==> src/rtl/fetch_pkg.sv <==
// Shared fetch/controller encodings, state enum and instruction layout.
// Imported by instr_fetch and npc_calc; no logic of its own.
package fetch_pkg;

  typedef enum logic [1:0] {
    IDLE  = 2'b00,
    FETCH = 2'b01,
    ISSUE = 2'b10
  } fetch_state_e;

  localparam logic [1:0] JUMP_NONE = 2'b00;
  localparam logic [1:0] JUMP_J    = 2'b01;
  localparam logic [1:0] JUMP_JAL  = 2'b10;
  localparam logic [1:0] JUMP_JR   = 2'b11;

  localparam logic [1:0] BR_NONE = 2'b00;
  localparam logic [1:0] BR_BEQ  = 2'b01;
  localparam logic [1:0] BR_BNE  = 2'b10;

  localparam logic [31:0] RESET_PC_DEFAULT = 32'h0000_3000;

  // R-type view of the instruction word; I/J fields are slices of the same bits
  typedef struct packed {
    logic [5:0] opcode;
    logic [4:0] rs;
    logic [4:0] rt;
    logic [4:0] rd;
    logic [4:0] shamt;
    logic [5:0] funct;
  } instr_t;

  function automatic logic [31:0] br_offset(input logic [15:0] imm16);
    return {{14{imm16[15]}}, imm16, 2'b00};
  endfunction

endpackage

==> src/rtl/instr_fetch_npc_calc.sv <==
// Next-PC selection: jr > j/jal > taken branch > fall-through.
// Purely combinational, zero latency, no flow control.
module npc_calc
  import fetch_pkg::*;
(
  input  logic [1:0]  jump,
  input  logic [1:0]  branch,
  input  logic        zero,
  input  logic [31:0] jr_target,
  input  logic [31:0] pc_plus4,
  input  logic [25:0] instr_index,
  input  logic [15:0] imm16,
  output logic [31:0] npc
);

  logic br_taken;

  // Branch code 11 matches neither compare and therefore falls through
  assign br_taken = ((branch == BR_BEQ) &&  zero) ||
                    ((branch == BR_BNE) && !zero);

  always_comb begin
    npc = pc_plus4;
    if (jump == JUMP_JR) begin
      npc = jr_target;
    end else if ((jump == JUMP_J) || (jump == JUMP_JAL)) begin
      npc = {pc_plus4[31:28], instr_index, 2'b00};
    end else if (br_taken) begin
      npc = pc_plus4 + br_offset(imm16);
    end
  end

endmodule

==> src/rtl/instr_fetch.sv <==
// Multi-cycle fetch unit: owns the PC, handshakes imem, issues one word per ack.
// Latency: ack in FETCH -> ISSUE next cycle -> next FETCH after; stall holds ISSUE.
// Optional INSTR_FETCH_DELAY_SLOT_EN: redirects take effect after one delay slot.
module instr_fetch
  import fetch_pkg::*;
#(
  parameter logic [31:0] RESET_PC = RESET_PC_DEFAULT
) (
  input  logic        clk,
  input  logic        rst_n,
  output logic        imem_req,
  output logic [31:0] imem_addr,
  input  logic        imem_ack,
  input  logic [31:0] imem_rdata,
  input  logic        stall,
  input  logic [1:0]  jump,
  input  logic [1:0]  Branch,
  input  logic        zero,
  input  logic [31:0] jr_target,
  output logic [5:0]  OpCode,
  output logic [5:0]  funct,
  output logic [4:0]  shamt,
  output logic [4:0]  rs,
  output logic [4:0]  rt,
  output logic [4:0]  rd,
  output logic [15:0] imm16,
  output logic [25:0] instr_index,
  output logic [31:0] pc_plus4,
  output logic        nop
);

  fetch_state_e state_q, state_d;
  instr_t       ir_q;
  logic [31:0]  pc_q;
  logic [31:0]  pc_plus4_q;
  logic [31:0]  npc;
  logic [31:0]  pc_load;
  logic         ack_take;
  logic         issue_go;

  assign ack_take = (state_q == FETCH) && imem_ack;
  assign issue_go = (state_q == ISSUE) && !stall;

  always_ff @(posedge clk or negedge rst_n) begin
    if (!rst_n) begin
      state_q <= IDLE;
    end else begin
      state_q <= state_d;
    end
  end

  always_comb begin
    state_d = state_q;
    case (state_q)
      IDLE:    state_d = FETCH;
      FETCH:   if (imem_ack) state_d = ISSUE;
      ISSUE:   if (!stall)   state_d = FETCH;
      default: state_d = IDLE;
    endcase
  end

  npc_calc u_npc_calc (
    .jump        (jump),
    .branch      (Branch),
    .zero        (zero),
    .jr_target   (jr_target),
    .pc_plus4    (pc_plus4_q),
    .instr_index (ir_q[25:0]),
    .imm16       (ir_q[15:0]),
    .npc         (npc)
  );

`ifdef INSTR_FETCH_DELAY_SLOT_EN
  logic        pend_vld_q;
  logic [31:0] pend_pc_q;
  logic        redirect;

  assign redirect = (npc != pc_plus4_q);

  // The slot's own redirect is dropped while a target is pending
  always_ff @(posedge clk or negedge rst_n) begin
    if (!rst_n) begin
      pend_vld_q <= 1'b0;
      pend_pc_q  <= '0;
    end else if (issue_go) begin
      if (pend_vld_q) begin
        pend_vld_q <= 1'b0;
      end else if (redirect) begin
        pend_vld_q <= 1'b1;
        pend_pc_q  <= npc;
      end
    end
  end

  assign pc_load = pend_vld_q ? pend_pc_q : pc_plus4_q;
`else
  assign pc_load = npc;
`endif

  always_ff @(posedge clk or negedge rst_n) begin
    if (!rst_n) begin
      pc_q       <= RESET_PC;
      ir_q       <= '0;
      pc_plus4_q <= '0;
    end else if (ack_take) begin
      ir_q       <= imem_rdata;
      pc_plus4_q <= pc_q + 32'd4;
    end else if (issue_go) begin
      pc_q <= pc_load;
    end
  end

  assign imem_req    = (state_q == FETCH);
  assign imem_addr   = pc_q;
  assign nop         = !issue_go;
  assign pc_plus4    = pc_plus4_q;
  assign OpCode      = ir_q.opcode;
  assign funct       = ir_q.funct;
  assign shamt       = ir_q.shamt;
  assign rs          = ir_q.rs;
  assign rt          = ir_q.rt;
  assign rd          = ir_q.rd;
  assign imm16       = ir_q[15:0];
  assign instr_index = ir_q[25:0];

endmodule

==> config.mk <==
export PLATFORM = sky130hd
export DESIGN_NAME = instr_fetch
export DESIGN_NICKNAME = d
export VERILOG_FILES = /design/src/rtl/fetch_pkg.sv /design/src/rtl/instr_fetch_npc_calc.sv /design/src/rtl/instr_fetch.sv
export SDC_FILE = /design/constraint.sdc
export NUM_CORES = 1
export LEC_CHECK = 0
export ABC_AREA = 0
export ABC_CLOCK_PERIOD_IN_PS = 3400
export BUFFER_PORTS_ARGS = -buffer_cell sky130_fd_sc_hd__buf_2
export CORE_MARGIN = 3
export CORE_UTILIZATION = 45
export CTS_CLUSTER_SIZE = 30
export DETAILED_ROUTE_END_ITERATION = 10
export PLACE_DENSITY = 0.72
export SLEW_MARGIN = 25
export SYNTH_ARGS = -nofsm -noshare
export SYNTH_HDL_FRONTEND = slang
export SYNTH_SLANG_ARGS = --single-unit
==> constraint.sdc <==
create_clock -name clk -period 3.4 [get_ports clk]
set_input_delay 0.34 -clock clk [delete_from_list [all_inputs] [get_ports clk]]
set_output_delay 0.34 -clock clk [all_outputs]
set_load 0.02 [all_outputs]
; After elaboration in Yosys (flattened, before gate mapping)
; Cells that the tools add are included.
[op_classes]
add_sub_neg = 2
n_eq_ne = 9
muxes = 6
bitwise = 1
reduce_logical = 12
[op_table]
columns = cell, count
row1 = $mux 32, 3
row2 = $add 32x3->32 const B, 1
row3 = $add 32x32->32, 1
row4 = $eq 2x2->1 const B, 4
row5 = $eq 2x1->1 const B, 3
row6 = $pmux 2 s3, 1
row7 = $logic_and 1x1->1, 4
row8 = $mux 2, 2
row9 = $reduce_and 2->1, 2
row10 = $logic_not 1->1, 3
row11 = $logic_not 2->1, 1
row12 = $logic_or 1x1->1, 2
row13 = $ne 2x1->1 const B, 1
row14 = $ne 2x2->1 const B, 1
row15 = $not 1->1, 1
[word_totals]
ff_bits = 98
out_inout_bits = 140

; Longest topological paths before layout
; Gate-level depths: netlist of the first run.
[depth]
depth_word = 6
depth_mapped = 10

; Hierarchy
; From an unflattened synthesis of the first run, not the netlist that was laid out.
[unflattened]
hier_cells = 788
hier_area_um2 = 7084.3
[modules_own_cells]
columns = mod, n_inst, cells_per_inst, area_each_um2, seq_area_each_um2
row1 = instr_fetch, 1, 371, 4500.6, 2454.9
row2 = npc_calc, 1, 417, 2583.7, 0.0

; Worst setup path after synthesis of the first run
; OpenSTA, ideal clock, no wires.
[synth_timing]
path_kind = reg-to-reg
startpoint = reg ir_q, in the netlist rd[4]
endpoint = reg pc_q[31] (netlist: imem_addr[31])
arrival_time_ns = 2.693
required_ns = 3.318
setup_slack_ns = 0.625
path_stages_with_launch = 10
n_path_buf = 0
period_less_slack_ns = 2.775
path_cell_list = dfrtp_1 ha_1 a21o_1 a21o_1 a21o_1 or3_2 a211oi_1 a2111oi_2 xnor2_1 o22ai_1
[synth_via]
elab_chain_len = 4
[synth_lines]
columns = element, line
row1 = "start, declared", instr_fetch.sv:33  ; instr_t ir_q;
row2 = "start signal, assigned", instr_fetch.sv:106  ; ir_q <= imem_rdata;
row3 = $add 32x32->32, instr_fetch_npc_calc.sv:29  ; npc = pc_plus4 + br_offset(imm16);
row4 = $mux 32, instr_fetch_npc_calc.sv:28  ; end else if (br_taken) begin
row5 = $mux 32, instr_fetch_npc_calc.sv:26  ; end else if ((jump == JUMP_J) || (jump == JUMP_JAL)) begin
row6 = $mux 32, instr_fetch_npc_calc.sv:24  ; if (jump == JUMP_JR) begin
row7 = "end signal, assigned", instr_fetch.sv:109  ; pc_q <= pc_load;
row8 = "end, declared", instr_fetch.sv:34  ; logic [31:0] pc_q;
; Every way passes these cells.
; A chain may end at the register's enable or synchronous reset.

; Worst setup path in the final report of the first run
[layout_timing]
startpoint = reg ir_q, in the netlist rd[4]
endpoint = reg pc_q[23] (netlist: imem_addr[23])
; Same word-level chain as after synthesis.

==> results of run 1 <==
==> layout by cell type (no fill, tap or decap), drive strengths merged, types with 5 or more instances in the layout <==
master and count:
or3 5, a31oi 8, o22ai 8, dfrtp 96
clkbuf 9, o21a 9, mux2i 9, o21ai 64
buf 225, and3 17, mux2 35, a21oi 65
nor2 60, nor3 6, a21o 18, nand2 85
ha 31, nand4 10, o211ai 11, xor2 28
a211oi 8, xnor2 20, inv 14, nand2b 7
a221oi 9, nand3 19
==> power groups by stage <==
stage	Combinational, mW	Clock, mW	Sequential, mW
after detailed placement	6.19	0	2.61
after global placement	6.16	0	2.59
after floorplan	4.21	0	3.06
after CTS	6.22	1.03	2.59
after global routing	6.82	1.08	2.69
final	6.27	1.00	2.60
==> flip-flops by register name (all words and copies together) (netlist names) <==
| signal | cells |
|---|---|
| OpCode | 6 |
| funct | 6 |
| imem_addr | 32 |
| pc_plus4 | 32 |
| rd | 5 |
| rs | 5 |
| rt | 5 |
| shamt | 5 |
| state_q | 2 |
==> through the flow <==
step | area (sq um) | setup slack [ps] | util
floorplan | 6914 | 625.0 | -
global placement | 7807 | 608.0 | 0.5292
detailed placement | 7807 | 535.3 | 0.5292
CTS | 8100 | 508.1 | 0.5490
global route | 8100 | 305.6 | 0.5490
finish | 8100 | 478.0 | 0.5490
==> path summary, 6_finish.rpt <==
| path | from | endpoint | slack [ps] | cells after the start |
|---|---|---|---|---|
| min in group asynchronous | rst_n | funct[2] | 480 | 2 |
| worst max-delay path | rd[4] | imem_addr[23] | 480 | 9 |
| max in group asynchronous | rst_n | imem_addr[16] | 2090 | 3 |
| worst max register to register | rd[4] | imem_addr[23] | 480 | 9 |
| worst min-delay path | imem_rdata[3] | funct[3] | 210 | 2 |
| worst min register to register | OpCode[0] | OpCode[0] | 500 | 1 |
==> critical path: cells and delay by family, from the launching register on <==
kind	cells	cell delay (ps)
adder cells (fa/ha/maj)	1	430
AND/OR/NAND/NOR	1	200
flip-flops	1	730
AO/OA/AOI/OAI	7	1480
==> per-layer routing <==
metal | part of all wire | global-route usage
met1 | 0.45 | 0.3645
met2 | 0.45 | 0.3797
met3 | 0.088 | 0.04953
met4 | 0.020 | 0.07763
met5 | 0 | 0
==> layout make-up <==
type                            instances  area, sq um  share of cell area
Sequential cell                        98         2455              0.3031
Multi-Input combinational cell        588         3924              0.4844
Timing Repair Buffer                  226         1171              0.1446
Tap cell                              184        230.2             0.02842
Clock buffer                            9        225.2             0.02780
Inverter                               10        37.54            0.004634
Clock inverter                          7        57.56            0.007105
==> logic make-up after synthesis <==
group           Yosys count
simple gates            232
flops                    98
buf+inv                  94
xor+xnor                 48
mux                      44
compound gates          232
fa+ha+maj                32
==> metrics.txt, run 1 <==
area delta synth->final 17.16%; final period demand of the worst path between 2000 and 3000 ps; Clock Power Share 0.102; die area 16890 sq um; Final Slew Violations 0; status finished, final reports clean; post-route ant nets 0; ys async rst share 1.000; largest family of logic cells by synthesized area compound AO/OA/AOI/OAI gates; Synth Register Bits ~100; Finished Layout Cells roughly 1100; Startpoint Class flip-flop; Internal between 4 and 5 mW; top cells by count, synth dfrtp_1 (96), nand2_1 (84), a21oi_1 (60), nor2_1 (60), o21ai_0 (55); cell with the most instances after synthesis dfrtp_1; final hold vios 0; worst path arrival time about 3200 ps; max cap viols 0; fin crit share 0.8594; Yosys cell types between 70 and 80; skew final 12.84 ps; post-synthesis mux area share 0.07003; H-tree depth 3; largest area contributor in the netlist dfrtp_1; DRT iter0 DRCs slightly above 500; syn avg cell area 8.864 sq um; placed cells 1105; XOR/XNOR Fraction of Synth Area 0.06080; ant diodes 0; DRC Markers 0; Pre-antenna DRT Iters 5; endpoints failing setup 0; Via Count 6466; Core Rows 44; CTS resizes 0; clk sinks 98; Ys Warns 0; Overflow after GRT 0; Leak between 3 and 4 nW; syn_nets slightly below 900; share of layout cells above drive strength 1 0.3198; CTS tree yes; Overall Power ~9.9 mW; slowest cell on the critical path dfrtp_1; first-pass GRT wire length roughly 33000 microns; initial antenna violation count 0; Max clock buf depth 2; ys flop type dfrtp_1; Vias/cell approximately 5.8; Logic pwr share 0.635; Net Sw Frac 0.5250; Worst Hold Slack roughly 210 ps; setup TNS 0 ps; Synth Area in Simple Gates 0.1591; per-cell routed wire length around 19 microns; fmax ~340 MHz; worst slew pin tran 716.5 ps; clock buffer count from CTS 9; initial core utilization 0.4686; Worst-path clk slew roughly 80 ps; Cell Area, Synth roughly 7000 sq um; pwr dens approximately 1200 nW/um^2; CP Data Required Time 3680 ps; sequential fraction of the synthesis area 0.3550; clk_lat worst skew 360 ps; clock root cell clkbuf_16; total track usage 0.2511; adder-cell share of the synthesized area 0.05899; Die X between 100 and 150 microns; worst-path fanout max 16; Die Y approximately 130 microns; IO Port Bufs 212; Hold Crit Class in -> reg; CTS hold repair buffers 1; crit path cell chain ha_1 -> a21oi_2 -> o21ai_1 -> a211oi_2 -> o211ai_2 -> and3_1 -> o311ai_1 -> o211ai_1 -> a31oi_1; worst relative slew slack 0.5206; FILL cells approximately 1400; Core ar. between 10000 and 15000 sq um; share of the synthesized area in the top cell type 0.3474; Post-synth EDFFs 0; GPL Wtd Cong about 0.95; vias in the first global route between 5000 and 6000; dpl hpwl between 15000 and 20000 microns; compound-cell area share of the yosys netlist 0.2177; nets 1038; postcts setup bufs 0; switching power a little over 5 mW; slowest stage delay, CP ~730 ps; largest net degree at the start of global routing 70; Reg power frac 0.264; I/O pin count 213; worst vdd ir 0.5162 mV; Total Wirelength 21380 microns; ranking of synthesized cells by area dfrtp_1 (35%), mux2_2 (5.7%), ha_1 (5.6%), buf_4 (4.7%), nand2_1 (4.6%); Syn Inst Count 780; Crit. End Element flip-flop; WS Path Type reg -> reg; RSZ-0062 raised after global routing no
No activity file was read; power rests on OpenSTA's default activity.
==> inputs of run 2 (changes only) <==
==> constraint.sdc (replaced) <==
create_clock -name clk -period 3.4 [get_ports clk]
set_input_delay 0.17 -clock clk [delete_from_list [all_inputs] [get_ports clk]]
set_output_delay 0.17 -clock clk [all_outputs]
set_load 0.02 [all_outputs]
==> metrics.txt, run 2 (synthesized netlist as in run 1, its figures left out) <==
status finished, final reports clean; fin crit share 0.8816; I/O pin count between 200 and 250; min setup slack post-route 402.5 ps; total track usage 0.2509; pwr dens ~1200 nW/um^2; skew final ~11 ps; CTS tree yes; share of layout cells above drive strength 1 0.3184; H-tree depth 3; CTS resizes 0; Die Y ~130 microns; Startpoint Class flip-flop; GPL Wtd Cong about 0.91; DRT iter0 DRCs 469; Die X around 130 microns; Reg power frac 0.264; Vias/cell ~5.7; crit path from funct[0]; per-cell routed wire length about 19 microns; Hold Crit Class in -> reg; setup TNS 0 ps; final period demand of the worst path between 2000 and 3000 ps; worst-path fanout max 6; clk sinks between 90 and 100; Via Count between 6000 and 7000; clock root cell clkbuf_16; Internal roughly 4.7 mW; vias in the first global route approximately 6000; Worst Hold Slack around 43 ps; area delta synth->final 17.26%; clk_lat worst skew roughly 350 ps; Worst-path clk slew roughly 80 ps; switching power roughly 5.2 mW; largest net degree at the start of global routing 95; WS Path Type reg -> reg; Leak around 3.8 nW; Max clock buf depth 2; DRC Markers 0; Core ar. approximately 15000 sq um; endpoints failing setup 0; CP Data Required Time between 3000 and 4000 ps; worst path arrival time around 3200 ps; fmax between 300 and 400 MHz; post-route ant nets 0; first-pass GRT wire length ~33000 microns; Final Slew Violations 0; clock buffer count from CTS 9; commonest non-fill, non-tap cell in the layout buf_2; nets 1036; Overflow after GRT 0; Net Sw Frac 0.5257; FF-to-FF setup slack between 400 and 500 ps; Pre-antenna DRT Iters 5; most frequent cells in the layout buf_2 (211), dfrtp_1 (96), nand2_1 (84); IO Port Bufs 212; Logic pwr share 0.635; Crit. End Element flip-flop; Clock Power Share 0.101; worst vdd ir just under 0.5 mV; dpl hpwl roughly 16000 microns; max cap viols 0; final core utilization 0.5495; Place WS a little under 500 ps; initial core utilization 0.4686; final hold vios 0; ant diodes 0; worst r2r src funct[0]; RSZ-0062 raised after global routing no; Hold Crit Start imem_rdata[27]; worst relative slew slack 0.3445; worst slew pin tran 983.2 ps; initial antenna violation count 0; Overall Power 9.864 mW; Core Rows 44; Total Wirelength around 21000 microns; die area between 15000 and 20000 sq um
-- run 2: worst max-delay path, stage by stage (launching register included) --
cell	delay (ps)
dfrtp_1	440
ha_1	260
fa_1	410
a21o_1	200
a21oi_1	350
o21ai_1	200
a211oi_2	290
nor4_1	90
or4_1	480
nand3_1	100
a21oi_1	60
-- run 2: worst paths after layout --
check / endpoint / cells past startpoint
max: imem_addr[24] / 10
min: OpCode[1] / 2
max reg2reg: imem_addr[24] / 10
min reg2reg: OpCode[4] / 1
max in group asynchronous: imem_addr[13] / 3
min in group asynchronous: funct[1] / 2
-- run 2: power by group through the flow --
stage	Sequential, mW	Clock (mW)	Combinational (mW)
finish	2.60	0.998	6.26
global route	2.69	1.07	6.84
detailed placement	2.60	0	6.20
CTS	2.59	1.02	6.23
floorplan	3.06	0	4.21
global placement	2.59	0	6.14
-- run 2: through the flow --
stage	std cells	area, sq um
2_1_floorplan	780	6914
3_3_place_gp	1102	7785
3_5_place_dp	1103	7812
4_1_cts	1120	8108
5_1_grt	1120	8108
6_report	1120	8108
-- run 2: per-layer routing --
metal  GRT usage  routed length, microns  share of wire
met3     0.04093                    1954          0.091
met5           0                       0              0
met1      0.3694                    9496           0.44
met2      0.3891                    9737           0.45
met4     0.05807                     280          0.013
-- run 2: what timing repair did --
item,in CTS,in global routing
buffers inserted,0,0
hold buffers,1,0
endpoints found under the setup margin,0,0
hold endpoints to repair,38,0
-- run 2: layout make-up --
cell class / instances / area, sq um
Multi-Input combinational cell: 588 / 3924
Tap cell: 184 / 230.2
Sequential cell: 98 / 2455
Timing Repair Buffer: 224 / 1176
Clock buffer: 9 / 225.2
Fill cell: 1448 / 6646
Clock inverter: 7 / 60.06
Inverter: 10 / 37.54
==> inputs of run 3 (changes only) <==
--- a/config.mk
+++ b/config.mk
@@ -9,10 +9,10 @@
 export ABC_CLOCK_PERIOD_IN_PS = 3400
 export BUFFER_PORTS_ARGS = -buffer_cell sky130_fd_sc_hd__buf_2
 export CORE_MARGIN = 3
-export CORE_UTILIZATION = 45
+export CORE_UTILIZATION = 53
 export CTS_CLUSTER_SIZE = 30
 export DETAILED_ROUTE_END_ITERATION = 10
-export PLACE_DENSITY = 0.72
+export PLACE_DENSITY = 0.82
 export SLEW_MARGIN = 25
 export SYNTH_ARGS = -nofsm -noshare
 export SYNTH_HDL_FRONTEND = slang
==> metrics.txt, run 3 (synthesized netlist as in run 1, its figures left out) <==
slowest cell on the critical path dfrtp_1; most frequent cells in the layout buf_2 (211), dfrtp_1 (96), nand2_1 (84); setup TNS 0 ps; switching power between 5 and 6 mW; Startpoint Class flip-flop; worst relative slew slack 0.4874; hold path cells 2; family with the most delay on the worst path compound AO/OA/AOI/OAI gates; Crit. End Element flip-flop; vias in the first global route between 6000 and 7000; Worst-path clk slew ~70 ps; Net Sw Frac 0.5263; CTS hold repair buffers 1; DRC Markers 0; clock root cell clkbuf_16; FF-to-FF setup slack 480 ps; Max clock buf depth 2; slowest stage delay, CP between 400 and 500 ps; per-cell routed wire length between 15 and 20 microns; status finished, final reports clean; Crit Reg-Reg Endpoint imem_addr[28]; skew final about 8.8 ps; worst-path fanout max 6; clock buffer count from CTS 9; RSZ-0062 raised after global routing no; endpoints failing setup 0; worst vdd ir just over 0.7 mV; Core ar. 12670 sq um; Die X about 120 microns; ant diodes 0; nets between 1000 and 1500; Hold Crit Class in -> reg; CTS resizes 0; cell area after layout ~8000 sq um; final hold vios 0; dpl hpwl about 16000 microns; die area about 14000 sq um; CP Data Required Time approximately 3600 ps; WS Path Type reg -> reg; worst path arrival time ~3200 ps; Pre-antenna DRT Iters 5; Core Rows 41; Die Y 120.2 microns; Clock Power Share 0.101; Internal between 4 and 5 mW; Overflow after GRT 0; first-pass GRT wire length ~33000 microns; Via Count approximately 6600; postcts setup bufs 0; GPL Wtd Cong between 0.9 and 1; largest net degree at the start of global routing 69; Overall Power between 9 and 10 mW; DRT iter0 DRCs between 600 and 700; commonest non-fill, non-tap cell in the layout buf_2; Final Slew Violations 0; H-tree depth 3; Hold Crit Start imem_rdata[13]; clk sinks 98; share of layout cells above drive strength 1 0.3191; Total Wirelength about 21000 microns; Leak approximately 3.8 nW; fmax ~340 MHz; worst r2r src funct[0]; CTS tree yes; pwr dens 1223 nW/um^2; Vias/cell about 6; clk_lat worst skew ~360 ps; initial core utilization 0.5457; post-route ant nets 0; Reg power frac 0.262; total track usage 0.2882; crit path cell chain ha_1 -> fa_1 -> a21o_1 -> a21oi_1 -> o21ai_1 -> a21oi_1 -> o21ai_1 -> a31oi_1 -> xnor2_1 -> a221o_1; area delta synth->final 16.83%; DP Area a little under 8000 sq um; IO Port Bufs approximately 210; worst reg-to-reg path cell count 10; Logic pwr share 0.636; Hold EP rd[2]; fin crit share 0.8585; I/O pin count roughly 210; initial antenna violation count 0; worst slew pin tran 768.9 ps; max cap viols 0; Bufs and invs on worst path 0; final period demand of the worst path about 2900 ps
==> run 3: cell count changes in the layout (fill, tap and decap cells not counted) <==
cell      change
inv_6         +2
inv_8         -1
buf_16        -1
clkinv_4      -1
buf_4         +2
==> run 3: per-layer routing <==
layer	routed length, microns	vias to the layer above	track usage
li1	-	3093	-
met4	463	0	0.09844
met1	8540	3099	0.3879
met5	0	-	0
met3	2326	39	0.09121
met2	9625	330	0.4426
==> run 3: area by class of cell <==
class	count	area (sq um)
fillers	1144	4593
multi-input cells	588	3924
flip-flops and latches	98	2455
repair buffers	225	1164
clock buffers	9	225.2
well taps	172	215.2
clock inverters	7	57.56
inverters	10	37.54
==> run 3: how the worst max path moves through the flow <==
| stage | startpoint | end | slack (ps) | cells past startpoint |
|---|---|---|---|---|
| 6_report | funct[0] | imem_addr[28] | 480 | 10 |
| 3_3_place_gp | funct[0] | imem_addr[28] | 540 | 10 |
| 4_1_cts | funct[0] | imem_addr[28] | 480 | 10 |
| 5_1_grt | funct[0] | imem_addr[28] | 220 | 10 |
| 3_5_place_dp | funct[0] | imem_addr[28] | 510 | 10 |
| 2_1_floorplan | rd[4] | imem_addr[31] | 630 | 9 |
==> run 3: through the flow <==
| stage | hold WS, ps | utilization | std cells | setup WS (ps) |
|---|---|---|---|---|
| 2_1_floorplan | -125.6 | - | 780 | 625.0 |
| 6_report | 40.68 | 0.6375 | 1109 | 481.0 |
| 4_1_cts | 32.87 | 0.6375 | 1109 | 483.9 |
| 3_3_place_gp | 290.4 | 0.6144 | 1092 | 540.0 |
| 3_5_place_dp | 289.2 | 0.6144 | 1092 | 512.9 |
| 5_1_grt | 34.63 | 0.6375 | 1109 | 219.7 |
==> run 3: power groups by stage <==
stage          Combinational (mW)  Sequential (mW)  Clock (mW)
6_report                     6.29             2.59        1.00
5_1_grt                      6.87             2.68        1.07
4_1_cts                      6.24             2.57        1.01
3_5_place_dp                 6.20             2.59           0
3_3_place_gp                 6.11             2.57           0
2_1_floorplan                4.21             3.06           0
